==> src/rtl/complex_mul_tdm.sv <==
// Time-multiplexed complex multiplier: c = a * b using one signed
// WIDTH x WIDTH multiplier shared over four CALC steps.
// Flow: IDLE (accept operands) -> CALC (4 steps) -> DONE (hold result until taken).
module complex_mul_tdm #(
  parameter int WIDTH = 8
) (
  input  logic               clk_i,
  input  logic               rst_n_i,
  input  logic               in_valid_i,
  output logic               in_ready_o,
  input  logic [WIDTH-1:0]   a_real_i,
  input  logic [WIDTH-1:0]   a_imag_i,
  input  logic [WIDTH-1:0]   b_real_i,
  input  logic [WIDTH-1:0]   b_imag_i,
  output logic               out_valid_o,
  input  logic               out_ready_i,
  output logic [2*WIDTH:0]   c_real_o,
  output logic [2*WIDTH:0]   c_imag_o,
  output logic               busy_o,
  output logic [15:0]        op_cnt_o
);

  localparam int PW = 2 * WIDTH;      // raw product width
  localparam int RW = 2 * WIDTH + 1;  // accumulator width, one guard bit

  typedef enum logic [1:0] {IDLE, CALC, DONE} state_t;

  state_t                  state_q, state_d;
  logic [1:0]              step_q;
  logic signed [WIDTH-1:0] ar_q, ai_q, br_q, bi_q;
  logic signed [WIDTH-1:0] mul_a, mul_b;
  logic signed [PW-1:0]    prod;
  logic signed [RW-1:0]    prod_x;
  logic signed [RW-1:0]    re_acc_q, im_acc_q;
  logic signed [RW-1:0]    im_sum;
  logic [RW-1:0]           c_real_q, c_imag_q;
  logic [15:0]             op_cnt_q;

  // Operand select for the shared multiplier, one pairing per step
  always_comb begin
    mul_a = ar_q;
    mul_b = br_q;
    case (step_q)
      2'd0: begin mul_a = ar_q; mul_b = br_q; end
      2'd1: begin mul_a = ai_q; mul_b = bi_q; end
      2'd2: begin mul_a = ai_q; mul_b = br_q; end
      default: begin mul_a = ar_q; mul_b = bi_q; end
    endcase
  end

  // The single multiplier; product is sign-extended by one bit so the
  // add/sub below can never overflow.
  always_comb begin
    prod   = PW'(mul_a) * PW'(mul_b);
    prod_x = {prod[PW-1], prod};
    im_sum = im_acc_q + prod_x;
  end

  // Next-state logic
  always_comb begin
    state_d = state_q;
    case (state_q)
      IDLE:    if (in_valid_i)       state_d = CALC;
      CALC:    if (step_q == 2'd3)   state_d = DONE;
      DONE:    if (out_ready_i)      state_d = IDLE;
      default:                       state_d = IDLE;
    endcase
  end

  // State register
  always_ff @(posedge clk_i or negedge rst_n_i) begin
    if (!rst_n_i) state_q <= IDLE;
    else          state_q <= state_d;
  end

  // Operand capture, step sequencing, accumulation and result/counter registers
  always_ff @(posedge clk_i or negedge rst_n_i) begin
    if (!rst_n_i) begin
      step_q   <= 2'd0;
      ar_q     <= '0;
      ai_q     <= '0;
      br_q     <= '0;
      bi_q     <= '0;
      re_acc_q <= '0;
      im_acc_q <= '0;
      c_real_q <= '0;
      c_imag_q <= '0;
      op_cnt_q <= '0;
    end else begin
      case (state_q)
        IDLE: begin
          if (in_valid_i) begin
            ar_q   <= a_real_i;
            ai_q   <= a_imag_i;
            br_q   <= b_real_i;
            bi_q   <= b_imag_i;
            step_q <= 2'd0;
          end
        end
        CALC: begin
          step_q <= step_q + 2'd1;
          case (step_q)
            2'd0: re_acc_q <= prod_x;
            2'd1: re_acc_q <= re_acc_q - prod_x;
            2'd2: im_acc_q <= prod_x;
            default: begin
              im_acc_q <= im_sum;
              // Results live in their own registers so they survive the
              // accumulators being reused by the next operation.
              c_real_q <= re_acc_q;
              c_imag_q <= im_sum;
            end
          endcase
        end
        DONE: begin
          if (out_ready_i) op_cnt_q <= op_cnt_q + 16'd1;
        end
        default: ;
      endcase
    end
  end

  assign in_ready_o  = (state_q == IDLE);
  assign out_valid_o = (state_q == DONE);
  assign busy_o      = (state_q != IDLE);
  assign c_real_o    = c_real_q;
  assign c_imag_o    = c_imag_q;
  assign op_cnt_o    = op_cnt_q;

endmodule

==> config.mk <==
export PLATFORM = sky130hd
export DESIGN_NAME = complex_mul_tdm
export DESIGN_NICKNAME = d
export VERILOG_FILES = /design/src/rtl/complex_mul_tdm.sv
export SDC_FILE = /design/constraint.sdc
export NUM_CORES = 1
export LEC_CHECK = 0
export ABC_AREA = 1
export BUFFER_PORTS_ARGS = -buffer_cell sky130_fd_sc_hd__buf_2
export CAP_MARGIN = 20
export CELL_PAD_IN_SITES_DETAIL_PLACEMENT = 1
export CELL_PAD_IN_SITES_GLOBAL_PLACEMENT = 2
export CORE_MARGIN = 2
export CORE_UTILIZATION = 39
export DETAILED_ROUTE_END_ITERATION = 8
export PLACE_DENSITY_LB_ADDON = 0.1
export RECOVER_POWER = 100
export SLEW_MARGIN = 20
export SYNTH_ARGS = -nofsm -noshare
export SYNTH_HDL_FRONTEND = slang
export SYNTH_SLANG_ARGS = --single-unit
export TNS_END_PERCENT = 100
==> constraint.sdc <==
create_clock -name clk_i -period 14.1 [get_ports clk_i]
set_input_delay 3.525 -clock clk_i [delete_from_list [all_inputs] [get_ports clk_i]]
set_output_delay 3.525 -clock clk_i [all_outputs]
set_load 0.01 [all_outputs]
==> reports/results.txt, run 1 <==
Status: complete, but fails checks
Failing checks: max-capacitance violations, max-slew violations
Final Hold Viols: 0
RR Startpoint: step_q[0]
CP bufs+invs: 2
Critical path origin: rst_n_i
Hold depth: 2
Die Y: 158 um
First-pass GRT wire length: 41,000 um
Synthesized flop and latch total: 120
Number of synthesized flops with an enable pin: 0
Reg clk slew, reported paths: 0.06 ns
Max-Cap Viols: 4
CTS tree: built
GR Overflow Total: 0
Port Buf Inserts: 88
H-tree levels: 4
Sink Count: 120
Syn Inst Count: 1,142
HPWL after DPL: 18,700 um
Die Width: 158 um
Diode count: 0
Synth Cell Area: 0.00927 mm^2
I/O pins: 89
CTS resizes: 0
Share of cells above drive strength 1: 8.70%
# hold bufs at CTS: 0
Slowest CP cell: clkbuf_1
Min-Delay Path Class: reg -> reg
Initial core utilization: 39.6%
Post-synth cell types: 47
Post-route ant nets: 0
Vias per std cell: 4.85
Worst EP arrival: 8.52 ns
Slew Limit Fails: 226
DRT iter0 DRCs: 270
Routed len/inst: 15.7 um
Least-Margin Pin Slew: 3.56 ns
First-pass iteration count of the detailed router: 4
Fin crit period: 8.73 ns
Ys async rst share: 100%
Crit-path max cell delay: 2.48 ns
Synth Area per Inst: 8.11 um^2
Setup Fix Bufs, Post-CTS: 0
Antenna violations before repair: 0
CTS max path bufs: 2
Req. time, crit path: 13.89 ns
Layout area overhead: 13.4%
Register area share after synthesis: 32.4%
Most common cell on crit path: clkbuf_1
Final #Nets: 1,385
Routability Congestion: 0.847
CP Launch Type: input port
Largest net degree at the start of global routing: 63
Worst Setup EP: im_acc_q[2]
CTS root buf: clkbuf_16
End of the worst register-to-register path: re_acc_q[16]
Yosys warns: 0
Setup TNS: 0 ns
Final wirelength: 24,600 um
Fmax: 115 MHz
Final setup fails: 0
Flop-to-flop setup slack: 6.06 ns
Commonest non-fill, non-tap cell in the layout: nand2_1
Top FF cell, synth: dfrtp_1
DRC viols: 0
CP Capture Type: async pin
Syn_nets: 1,298
Tot GR Track Use: 20.8%
DIE AREA: 0.0250 mm^2
Later-pin clock latency in the skew report: 0.43 ns
Vias: 7,578
RSZ-0062 raised after global routing: false
Clk_skew: 0.0142 ns
Vias in the first global route: 8,069
Levels on crit path: 2
Crit share post-route: 61.9%
Cell depth of the worst flop-to-flop path: 36
Crit-path max FO: 62
Worst-path cell chain: clkbuf_1, clkbuf_1
Top delay family on crit path: buffers and inverters
Total core area: 0.0234 mm^2
Site Rows: 56
Commonest cells after routing, fill and taps aside: 236 x nand2_1, 206 x inv_1, 120 x dfrtp_1, 105 x nor2_1, 81 x o21ai_0
Inserted Clock Buffers: 17
Worst slew margin: -138%
Crit path kind: in -> async
-- layer usage --
metal  track usage [%]  part of all wire (%)
met1              28.5                    49
met2              34.3                    46
met3              2.68                   2.5
met4              6.74                   2.2
met5                 0                     0
-- stage by stage --
stage / hold slack (ns) / utilization [%] / worst slack (ns) / cell area [um^2] / instances
finish: 0.470 / 44.9 / 5.37 / 10500 / 1561
detailed placement: 0.457 / 42.9 / 5.99 / 10000 / 1529
floorplan: 0.455 / - / 7.58 / 9270 / 1142
global placement: 0.453 / 42.9 / 6.15 / 10000 / 1529
CTS: 0.470 / 45.5 / 5.93 / 10600 / 1561
global route: 0.501 / 44.9 / 4.26 / 10500 / 1561
-- sequential cells by signal, indices dropped and copies added, names as in the netlist --
name and flops:
op_cnt_o 16, br_q 8, step_q 2, re_acc_q 17
ai_q 8, c_imag_o 17, im_acc_q 17, state_q 2
bi_q 8, c_real_o 17, ar_q 8
-- Yosys cell counts, types with 3 or more instances --
cell / number / share of area, %
nor3_1: 3 / 0.16
nand3_1: 50 / 2.7
dfrtp_1: 120 / 32
nor2_2: 3 / 0.20
buf_2: 11 / 0.59
nor2_1: 100 / 4.1
clkbuf_1: 13 / 0.53
mux2i_1: 3 / 0.32
nand2_1: 235 / 9.5
nand3_2: 6 / 0.65
o21ai_0: 77 / 4.2
nand2_2: 5 / 0.34
a21oi_2: 3 / 0.28
a21o_1: 3 / 0.24
mux2_2: 19 / 2.3
a31oi_1: 3 / 0.20
a21oi_1: 57 / 3.1
o21a_1: 5 / 0.41
nor2_4: 3 / 0.36
inv_1: 206 / 8.3
inv_2: 3 / 0.12
fa_1: 57 / 12
ha_1: 63 / 8.5
xnor2_1: 18 / 1.7
xor2_1: 28 / 2.6
o22ai_1: 4 / 0.27
o21ai_1: 7 / 0.38
o211ai_1: 8 / 0.65
-- kinds of logic after synthesis --
kind of cell    share of synthesized area (%)
compound gates                           10.6
xor+xnor                                 4.35
fa+ha+maj                                20.8
buf+inv                                  9.63
flops                                    32.4
mux                                      2.63
simple gates                             19.6
-- layout make-up --
class                           count  area [um^2]
Tap cell                          319          399
Timing Repair Buffer               93          399
Clock inverter                     15          178
Multi-Input combinational cell    788         5320
Sequential cell                   120         3000
Clock buffer                       17          425
Inverter                          209          785
Fill cell                        2989        12900
-- worst min-delay path: cells and delay by family (launching register included) --
kind | cells | cell delay, ns
DFF | 1 | 0.34
and+or+nand+nor | 2 | 0.10
-- how the worst min path moves through the flow --
stage | from | endpoint
after floorplan | im_acc_q[12] | im_acc_q[12]
after global placement | op_cnt_o[15] | op_cnt_o[15]
after detailed placement | c_imag_o[1] | c_imag_o[1]
after CTS | op_cnt_o[15] | op_cnt_o[15]
after global routing | c_imag_o[1] | c_imag_o[1]
final | c_imag_o[1] | c_imag_o[1]
Power of run 1 is left out: the tool's default activity adds up to more than one toggle a clock period on the data nets, which glitch-free logic cannot reach.
==> run 2, diff against run 1 <==
Settings changed: CORE_UTILIZATION 39 to 36.
Clock period 14.1 ns to 9.01 ns, I/O delays scaled along.
==> run 2 against run 1 <==
Compared with the run above:
- the flow still finishes with violations (max-capacitance violations, max-slew violations)
- utilization is 3.1 points lower
- sequential share of layout area decreased by 0.11 points
- non-clock buffer count grew 9
- largest cell class unchanged
==> reports/results.txt, run 2 (same netlist as run 1, synthesis figures left out) <==
Share of cells above drive strength 1: 9.19% (was 8.70%)
Diode count: 0 (unchanged)
Commonest non-fill, non-tap cell in the layout: nand2_1 (unchanged)
Worst EP arrival: 8.26 ns (was 8.52 ns)
Tot GR Track Use: 19.5% (was 20.8%)
CP Launch Type: register (was input port)
Routability Congestion: 0.812 (was 0.847)
Min-Delay Path Class: reg -> reg (unchanged)
Vias: 7,535 (was 7,578)
Max-Cap Viols: 4 (unchanged)
Req. time, crit path: 9.33 ns (was 13.89 ns)
Final setup fails: 0 (unchanged)
Final wirelength: 24,600 um (about the same)
CP Capture Type: register (was async pin)
H-tree levels: 4 (unchanged)
Initial core utilization: 36.7% (was 39.6%)
Later-pin clock latency in the skew report: 0.43 ns (about the same)
Area of the multi-input gates: 0.00531 mm^2 (was 0.00532 mm^2)
DIE AREA: 0.0270 mm^2 (was 0.0250 mm^2)
Setup TNS: 0 ns (unchanged)
Sink Count: 120 (unchanged)
Crit-path max cell delay: 0.79 ns (was 2.48 ns)
Final #Nets: 1,394 (was 1,385)
DRT iter0 DRCs: 378 (was 270)
Die Width: 164 um (was 158 um)
Commonest cells after routing, fill and taps aside: 236 x nand2_1, 206 x inv_1, 120 x dfrtp_1, 105 x nor2_1, 82 x o21ai_0 (was 236 x nand2_1, 206 x inv_1, 120 x dfrtp_1, 105 x nor2_1, 81 x o21ai_0)
I/O pins: 89 (unchanged)
Slew Limit Fails: 226 (unchanged)
GR Overflow Total: 0 (unchanged)
CTS resizes: 0 (unchanged)
Site Rows: 58 (was 56)
Post-route ant nets: 0 (unchanged)
DRC viols: 0 (unchanged)
Failing checks: max-capacitance violations, max-slew violations (unchanged)
CTS root buf: clkbuf_16 (unchanged)
Layout area overhead: 13.8% (was 13.4%)
Final Hold Viols: 0 (unchanged)
Fin crit period: 7.93 ns
Crit share post-route: 88.1%
Crit path kind: reg -> reg (was in -> async)
Least-Margin Pin Slew: 3.57 ns (was 3.56 ns)
Port Buf Inserts: 88 (unchanged)
HPWL after DPL: 19,300 um (was 18,700 um)
Clk_skew: 0.0118 ns (was 0.0142 ns)
Vias in the first global route: 8,008 (was 8,069)
Largest net degree at the start of global routing: 62 (was 63)
Register Area: 0.00300 mm^2 (unchanged)
Vias per std cell: 4.77 (was 4.85)
Antenna violations before repair: 0 (unchanged)
Crit-path max FO: 19 (was 62)
Slowest CP cell: nor2_1 (was clkbuf_1)
Routed len/inst: 15.5 um (was 15.7 um)
CTS tree: built (unchanged)
Reg clk slew, reported paths: 0.07 ns (was 0.06 ns)
Die Y: 164 um (was 158 um)
# hold bufs at CTS: 0 (unchanged)
Status: complete, but fails checks (unchanged)
First-pass iteration count of the detailed router: 4 (unchanged)
RSZ-0062 raised after global routing: false (unchanged)
Fill cells: 3,121 (was 2,989)
CTS max path bufs: 2 (unchanged)
Setup Fix Bufs, Post-CTS: 0 (unchanged)
Total core area: 0.0253 mm^2 (was 0.0234 mm^2)
Inserted Clock Buffers: 17 (unchanged)
First-pass GRT wire length: 41,400 um (was 41,000 um)
Fmax: 126 MHz
Worst slew margin: -138% (about the same)
Most common cell on crit path: nand2_1 (was clkbuf_1)
-- run 2: changes by cell type in the layout (fill, tap and decap cells not counted), moves of 2 or more --
cell / change
clkinv_8: +2
bufinv_16: -2
inv_6: -2
buf_4: +7
clkinvlp_4: +3
-- run 2: worst max-delay path, delay by kind of cell, from the launching register on --
family                   cells  cell delay, ns
XOR/XNOR                     1            0.41
AO/OA/AOI/OAI                2            0.31
flip-flops                   1            0.38
adder cells (fa/ha/maj)      7            3.24
multiplexers                 1            0.64
buffers and inverters        7            0.45
AND/OR/NAND/NOR             20            2.40
-- run 2: layout make-up --
class / count / share of cell area [%]
Multi-Input combinational cell: 788 / 50.3
Clock inverter: 15 / 1.45
Timing Repair Buffer: 102 / 4.37
Tap cell: 330 / 3.92
Clock buffer: 17 / 4.03
Sequential cell: 120 / 28.5
Inverter: 209 / 7.44
-- run 2: worst paths after layout --
check	from	end	slack (ns)	cells past startpoint
setup / recovery	step_q[0]	re_acc_q[16]	1.08	38
hold / removal	op_cnt_o[15]	op_cnt_o[15]	0.47	1
setup reg to reg	step_q[0]	re_acc_q[16]	1.08	38
hold reg to reg	op_cnt_o[15]	op_cnt_o[15]	0.47	1
max in group asynchronous	rst_n_i	br_q[6]	2.97	2
min in group asynchronous	rst_n_i	c_real_o[14]	3.04	1
-- run 2: per-stage QoR --
stage	instances	utilization [%]	setup slack [ns]	area (um^2)	hold slack [ns]
2_1_floorplan	1142	-	2.49	9270	0.455
3_3_place_gp	1549	40.1	1.20	10100	0.453
3_5_place_dp	1549	40.1	0.962	10100	0.458
4_1_cts	1581	42.4	0.947	10700	0.470
5_1_grt	1581	41.8	0.0516	10500	0.495
6_report	1581	41.8	1.08	10500	0.473
-- run 2: routing by layer --
| layer | wire length [um] | part of all wire, % | track usage (%) |
|---|---|---|---|
| met1 | 12300 | 50 | 27.4 |
| met2 | 11200 | 46 | 31.9 |
| met3 | 643 | 2.6 | 2.31 |
| met4 | 356 | 1.4 | 5.26 |
| met5 | 0 | 0 | 0 |
Power of run 2 is left out for the same reason.
